[config.mk]
export PLATFORM = sky130hd
export DESIGN_NAME = cla_seq8
export DESIGN_NICKNAME = d
export VERILOG_FILES = /design/src/rtl/cla_seq_pkg.sv /design/src/rtl/cla4.sv /design/src/rtl/cla_seq8.sv
export SDC_FILE = /design/constraint.sdc
export NUM_CORES = 1
export LEC_CHECK = 0
export ABC_AREA = 1
export CAP_MARGIN = 15
export CORE_MARGIN = 3
export CORE_UTILIZATION = 34
export CTS_CLUSTER_DIAMETER = 60
export DETAILED_ROUTE_END_ITERATION = 12
export PLACE_DENSITY = 0.59
export SETUP_SLACK_MARGIN = 0.1
export SLEW_MARGIN = 20
export SYNTH_ARGS = -nofsm -noshare
export SYNTH_HDL_FRONTEND = slang
export SYNTH_HIERARCHICAL = 1
export SYNTH_SLANG_ARGS = --single-unit
[constraint.sdc]
create_clock -name clk -period 4.3 [get_ports clk]
set_clock_uncertainty 0.1 [all_clocks]
set_input_delay 0.645 -clock clk [delete_from_list [all_inputs] [get_ports clk]]
set_output_delay 0.645 -clock clk [all_outputs]
set_load 0.01 [all_outputs]
[src/rtl/cla_seq_pkg.sv]
// Shared constants and FSM state encoding for the nibble-serial CLA adder.
package cla_seq_pkg;

    localparam int unsigned NIBBLES_DEF = 8;

    typedef enum logic [1:0] {
        IDLE = 2'b00,
        RUN  = 2'b01,
        DONE = 2'b10
    } state_t;

endpackage

[src/rtl/cla4.sv]
// 4-bit carry-lookahead adder slice: all carries resolved from generate/propagate terms.
module cla4 (
    input  logic [3:0] a,
    input  logic [3:0] b,
    input  logic       ci,
    output logic [3:0] s,
    output logic       co
);

    logic [3:0] g;
    logic [3:0] p;
    logic [3:0] c;

    assign g = a & b;
    assign p = a ^ b;

    assign c[0] = ci;
    assign c[1] = g[0] | (p[0] & ci);
    assign c[2] = g[1] | (p[1] & g[0]) | (p[1] & p[0] & ci);
    assign c[3] = g[2] | (p[2] & g[1]) | (p[2] & p[1] & g[0]) | (p[2] & p[1] & p[0] & ci);
    assign co   = g[3] | (p[3] & g[2]) | (p[3] & p[2] & g[1]) | (p[3] & p[2] & p[1] & g[0])
                | (p[3] & p[2] & p[1] & p[0] & ci);

    assign s = p ^ c;

endmodule

[src/rtl/cla_seq8.sv]
// Multi-nibble adder time-sharing one cla4 slice, LSB nibble first.
// Optional subtract mode is enabled with `define CLA_SEQ8_SUB_EN.
module cla_seq8
    import cla_seq_pkg::*;
#(
    parameter int unsigned NIBBLES = NIBBLES_DEF
) (
    input  logic                   clk,
    input  logic                   reset,
    input  logic                   start,
    input  logic [4*NIBBLES-1:0]   op_a,
    input  logic [4*NIBBLES-1:0]   op_b,
`ifdef CLA_SEQ8_SUB_EN
    input  logic                   sub,
`endif
    output logic                   busy,
    output logic                   done,
    output logic [4*NIBBLES-1:0]   sum,
    output logic                   co
);

    localparam int unsigned W     = 4 * NIBBLES;
    localparam int unsigned IDX_W = $clog2(NIBBLES);
    localparam logic [IDX_W-1:0] IDX_LAST = IDX_W'(NIBBLES - 1);

    state_t           state_q, state_n;
    logic [IDX_W-1:0] idx_q, idx_n;
    logic             carry_q, carry_n;
    logic [W-1:0]     a_q, a_n;
    logic [W-1:0]     b_q, b_n;
    logic [W-1:0]     sum_n;
    logic             co_n, busy_n, done_n;

    logic [3:0]       slice_s;
    logic             slice_co;

    cla4 u_cla4 (
        .a  (a_q[{idx_q, 2'b00} +: 4]),
        .b  (b_q[{idx_q, 2'b00} +: 4]),
        .ci (carry_q),
        .s  (slice_s),
        .co (slice_co)
    );

    always_ff @(posedge clk or posedge reset) begin
        if (reset) begin
            state_q <= IDLE;
            idx_q   <= '0;
            carry_q <= 1'b0;
            a_q     <= '0;
            b_q     <= '0;
            sum     <= '0;
            co      <= 1'b0;
            busy    <= 1'b0;
            done    <= 1'b0;
        end else begin
            state_q <= state_n;
            idx_q   <= idx_n;
            carry_q <= carry_n;
            a_q     <= a_n;
            b_q     <= b_n;
            sum     <= sum_n;
            co      <= co_n;
            busy    <= busy_n;
            done    <= done_n;
        end
    end

    // Next-state and datapath updates; only the active nibble of sum is rewritten.
    always_comb begin
        state_n = state_q;
        idx_n   = idx_q;
        carry_n = carry_q;
        a_n     = a_q;
        b_n     = b_q;
        sum_n   = sum;
        co_n    = co;
        busy_n  = 1'b0;
        done_n  = 1'b0;

        case (state_q)
            IDLE: begin
                if (start) begin
                    a_n     = op_a;
`ifdef CLA_SEQ8_SUB_EN
                    b_n     = op_b ^ {W{sub}};
                    carry_n = sub;
`else
                    b_n     = op_b;
                    carry_n = 1'b0;
`endif
                    idx_n   = '0;
                    state_n = RUN;
                    busy_n  = 1'b1;
                end
            end
            RUN: begin
                busy_n = 1'b1;
                sum_n[{idx_q, 2'b00} +: 4] = slice_s;
                carry_n = slice_co;
                if (idx_q == IDX_LAST) begin
                    co_n    = slice_co;
                    done_n  = 1'b1;
                    state_n = DONE;
                end else begin
                    idx_n = idx_q + 1'b1;
                end
            end
            DONE: begin
                state_n = IDLE;
            end
            default: begin
                state_n = IDLE;
            end
        endcase
    end

endmodule

# After elaboration in Yosys (flattened, before gate mapping)
# Index checks and enable logic that the tools add are counted.
totals:
  out_inout_bits: 35
  regBits: 105
  input_bits: 67
  wordCells: 69
op_classes:
  shifts: 4
  reduce_logical: 7
  bitwise: 29
  n_mux: 13
  add_sub_neg: 2
  eq_ne: 5
op_table:
  columns: ["op", "n"]
  rows:
  - ["indexed part select 32 x 6 -> 4 bit", 2]
  - ["bitwise mux 32 bit", 1]
  - ["variable shift 4 x 7 -> 32 bit (first input constant)", 1]
  - ["indexed part select 4 x 7 -> 32 bit", 1]
  - ["AND 1 bit", 16]
  - ["OR 1 bit", 10]
  - ["AND reduction 2 bit", 4]
  - ["bitwise XOR 4 bit", 2]
  - ["negator 5 -> 7 bit", 1]
  - ["two-way mux 3 bit", 2]
  - ["inequality test 2 bit (second input constant)", 3]
  - ["one-hot mux 3 bit (2 select lines)", 1]
  - ["AND 4 bit", 1]
  - ["two-way mux 1 bit", 4]
  - ["two-way mux 2 bit", 2]
  - ["one-hot mux 1 bit (2 select lines)", 2]
  - ["one-hot mux 2 bit (2 select lines)", 1]
  - ["adder 3 x 1 -> 3 bit (second input constant)", 1]
  - ["equality test 3 bit (second input constant)", 1]
  - ["AND reduction 3 bit", 1]
  - ["equality test 2 x 1 -> 1 bit (second input constant)", 1]
  - ["logical NOT 2 bit", 1]
  - ["nonzero test 2 bit", 1]

# Longest topological paths before layout
logic_depth:
  ltp_word: 9
  mapped_depth: 20
  ltp_nobuf: 17

# By module
# The synthesis kept the hierarchy.
modules_own_cells:
  columns: ["mod", "area_per_inst_um2", "cells_each", "instances"]
  rows:
  - ["cla_seq8", 5059.9, 651, 1]
  - ["cla4", 188.9, 31, 1]

# Worst setup path before layout
# No wires, ideal clock.
synth_timing:
  path_kind: "register to register"
  start: "register idx_q[0]"
  end: "register sum[23]"
  stages_incl_launch_ff: 19
  setup_ns: 0.065
  synth_period_minus_slack_ns: 2.360
  arrival_time_ns: 2.195
  setup_slack_ns: 1.940
  path_buffers: 3
  cell_sequence: "dfrtp_1 > buf_2 > inv_2 > buf_6 > buf_4 > nand2_1 > nand3_1 > nand2_1 > nand2_1 > nand2_1 > ha_1 > or2_0 > nand2_1 > nand3_1 > nand2_1 > nand3_1 > nor2_1 > nand3_1 > nand2_1"
synth_between:
  elab_chain_len: 9
  word_cells_on_any_way: 24
  cone_classes: "add/sub: 1; shift: 4; mux: 1; bitwise: 18"
synth_rtl:
  columns: ["item", "line_no", "rtl"]
  rows:
  - ["start: declaration", "cla_seq8.sv:27", "logic [IDX_W-1:0] idx_q, idx_n;"]
  - ["start signal: assignment", "cla_seq8.sv:58", "idx_q <= idx_n;"]
  - ["indexed part select 32 x 6 -> 4 bit (on tied branches)", "cla_seq8.sv:38, cla_seq8.sv:39", null]
  - ["bitwise XOR 4 bit / AND 4 bit (equally long branches)", "cla4.sv:15, cla4.sv:14", null]
  - ["AND 1 bit", "cla4.sv:20", "assign c[3] = g[2] | (p[2] & g[1]) | (p[2] & p[1] & g[0]) | (p[2] & p[1] & p[0] & ci);"]
  - ["OR 1 bit / AND 1 bit (equally long branches) (2 in a row)", "cla4.sv:20", null]
  - ["OR 1 bit", "cla4.sv:20", null]
  - ["bitwise XOR 4 bit (*)", "cla4.sv:24", "assign s = p ^ c;"]
  - ["net slice_s[3]", "cla_seq8.sv:34", "logic [3:0] slice_s;"]
  - ["indexed part select 4 x 7 -> 32 bit (*)", "cla_seq8.sv:99", "sum_n[{idx_q, 2'b00} +: 4] = slice_s;"]
  - ["bitwise mux 32 bit (*)", "cla_seq8.sv:99", null]
  - ["end signal: assignment", "cla_seq8.sv:62", "sum <= sum_n;"]
  - ["end: declaration", "cla_seq8.sv:18", "output logic [4*NIBBLES-1:0] sum,"]
# The timed path passes the listed nets; every way through them passes the cells marked *.
# A chain may end at the register's enable or synchronous reset.

# Final worst setup path
layout_timing:
  start: "register idx_q[1]"
  end: "register sum[21]"
layout_between:
  word_cells_on_any_way: 24
  cone_classes: "add/sub: 1; shift: 4; mux: 1; bitwise: 18"
layout_lines:
  columns: ["item", "line_no", "rtl"]
  rows:
  - ["indexed part select 32 x 6 -> 4 bit (on tied branches)", "cla_seq8.sv:38, cla_seq8.sv:39", null]
  - ["bitwise XOR 4 bit", "cla4.sv:15", "assign p = a ^ b;"]
  - ["AND 1 bit", "cla4.sv:18", "assign c[1] = g[0] | (p[0] & ci);"]
  - ["OR 1 bit", "cla4.sv:18", null]
  - ["bitwise XOR 4 bit (*)", "cla4.sv:24", null]
  - ["net slice_s[1]", "cla_seq8.sv:34", null]
  - ["indexed part select 4 x 7 -> 32 bit (*)", "cla_seq8.sv:99", null]
  - ["bitwise mux 32 bit (*)", "cla_seq8.sv:99", null]
# Marked as above.

==> results.toml <==
[clock_network]
cts_resized = 0
h-tree-depth = 3
postCtsSetupRepairBufs = 0
clk_latency_ns = 0.34
clkSinkCount = 105
cts_buffers = 9
clk_path_buf_depth = 2
clkTransAtPathRegs_ns = 0.07
ctsHoldBuffers = 0
clockRootBuffer = "clkbuf_16"
cts_tree = "built"

[detailed_routing]
wire_per_inst_um = 13.43
dr_total_vias = 4451
drtIter0Drc = 278
first_pass_iters = 5
drc = 0
drt-vias-per-instance = 4.656
finalWirelength_mm = 12.84
drtAntennaViolNets = 0

[cells_and_area]
mostFrequentLayoutCells = "190 x nand2_1, 105 x dfrtp_1, 101 x clkdlybuf4s50_1"
nets = 846
area_growth_pct = 26.75
final_util_pct = 44.92
fill_cells = 1457
drive_gt1_share_pct = 4.275
insertedDiodeCount = 0
layout_commonest_cell = "nand2_1"
final_area_um2 = 6653

[grt]
grt_pass1_wl_mm = 21.78
grt.met2_usage_pct = 25.59
grt_overflow = 0
grt_use_met3_pct = 2.947
grtUsageTotal_pct = 15.90
grt_pass1_vias = 4558
antenna_found_initial = 0
grt_max_degree = 98
use_met1_pct = 21.82
busiest_layer = "met2"

[sta]
max-slew-margin-rel_pct = 38.68
tightest_slew_ns = 0.9198
tns_ns = 0
setup_viol = 0
rsz0062_at_grt = "no"
slew_viol_final = 0
fin_crit_ns = 3.093
finalHoldViolCount = 0
fmax_mhz = 323.3
setup_ws_ns = 1.207
fin_crit_sh_pct = 71.94

[yosys]
syn_inst = 682
avgSynthCellArea_um2 = 7.696
synth_edf_count = 0
ys_seq_area_share_pct = 50.06
async_flop_share_pct = 100.0
synth-seq-cells = 105
netlist_area_um2 = 5249
ys_types = 22
synth_flop_cell = "dfrtp_1"
yosys_warnings = 6
syn_nets = 761

[flow_run]
drv_cap = 0

[floorplan]
die_w_um = 130.3
die_area_um2 = 16970
initial_core_util_pct = 35.44
die_h_um = 130.3
core.rowCount = 44
core_um2 = 14810
io_pins = 102

[critical_path]
cp_max_fo = 14
end_kind = "flip-flop"
worst-r2r-setup-slack_ns = 1.21
crit_path_start_kind = "flip-flop"
worst-setup-path-type = "reg -> reg"
cp.required_ns = 4.47
cp.arrival_ns = 3.26

[worst_hold_path]
hold_class = "reg -> reg"

[placed_design]
dpl_worst_slack_ns = 1.246
place_congestion = 0.8294
dp_hpwl_mm = 9.233
port_buffers = 101
placed_area_um2 = 6332

[power]
p_per_area_nw_per_um2 = 805.0
vdd_drop_max_v = 0.0002840
p_leak_nw = 3.399

[status]
status = "finished clean"
## sequential cells by signal (all words and copies together), names as in the netlist
name     flops
idx_q        3
carry_q      1
a_q         32
busy         1
done         1
co           1
sum         32
b_q         32
state_q      2
## cell type report
class / count / area [um2] / share of cell area [%]
clock inverters: 7 / 92.59 / 1.392
well taps: 184 / 230.2 / 3.461
inverters: 92 / 350.3 / 5.266
multi-input cells: 454 / 2086 / 31.35
flip-flops and latches: 105 / 2628 / 39.50
repair buffers: 105 / 1041 / 15.65
clock buffers: 9 / 225.2 / 3.385
## where the power goes
part	switching (mW)	internal, mW
combinational	1.84	1.03
sequential	0.194	1.42
clock	0.367	0.512
## stage by stage
| step | hold WS (ns) | power [mW] | instances |
|---|---|---|---|
| after floorplan | 0.3808 | 3.643 | 682 |
| after global placement | 0.3644 | 4.414 | 940 |
| after detailed placement | 0.3669 | 4.489 | 940 |
| after CTS | 0.3834 | 5.383 | 956 |
| after global routing | 0.4040 | 5.876 | 956 |
| final | 0.3779 | 5.355 | 956 |
## cell families after synthesis
group                      synth area share [%]
AOI/OAI and AO/OA                         7.151
DFF                                       50.06
xor gates and xnor gates                 0.1669
and+or+nand+nor                           29.27
adders and majority gates                 3.004
buffers and inverters                     10.35
## cells in the mapped netlist, types with 6 or more instances
| cell | count | share of area [%] |
|---|---|---|
| nand2_1 | 191 | 14 |
| dfrtp_1 | 105 | 50 |
| inv_1 | 91 | 6.5 |
| nor2_1 | 86 | 6.2 |
| nand3_1 | 71 | 6.8 |
| a21oi_1 | 66 | 6.3 |
| buf_2 | 17 | 1.6 |
| ha_1 | 11 | 2.6 |
| buf_6 | 7 | 1.5 |
| nand4_1 | 7 | 0.83 |
| o21ai_0 | 6 | 0.57 |
## final timing paths
| path | from | end | cells past startpoint |
|---|---|---|---|
| setup / recovery | idx_q[1] | sum[21] | 13 |
| hold / removal | sum[16] | sum[16] | 2 |
| setup reg to reg | idx_q[1] | sum[21] | 13 |
| hold reg to reg | sum[16] | sum[16] | 2 |
| max in group asynchronous | reset | b_q[18] | 3 |
| min in group asynchronous | reset | a_q[30] | 2 |
## per-layer routing
| metal | vias up | wire (um) |
|---|---|---|
| li1 | 2285 | - |
| met1 | 2052 | 6210 |
| met2 | 105 | 5905 |
| met3 | 9 | 571 |
| met4 | 0 | 155 |
| met5 | - | 0 |
## critical path: stages, from the launching register on
cell	delay, ns
dfrtp_1	0.72
inv_1	0.12
nor2_1	0.36
nand3_1	0.12
nand2_1	0.08
inv_1	0.04
nand2_1	0.09
inv_1	0.07
fa_1	0.44
xnor2_1	0.37
nand3_1	0.13
nor2_1	0.15
nand3_1	0.11
nand2_1	0.12
(Power assumes the default switching activity.)
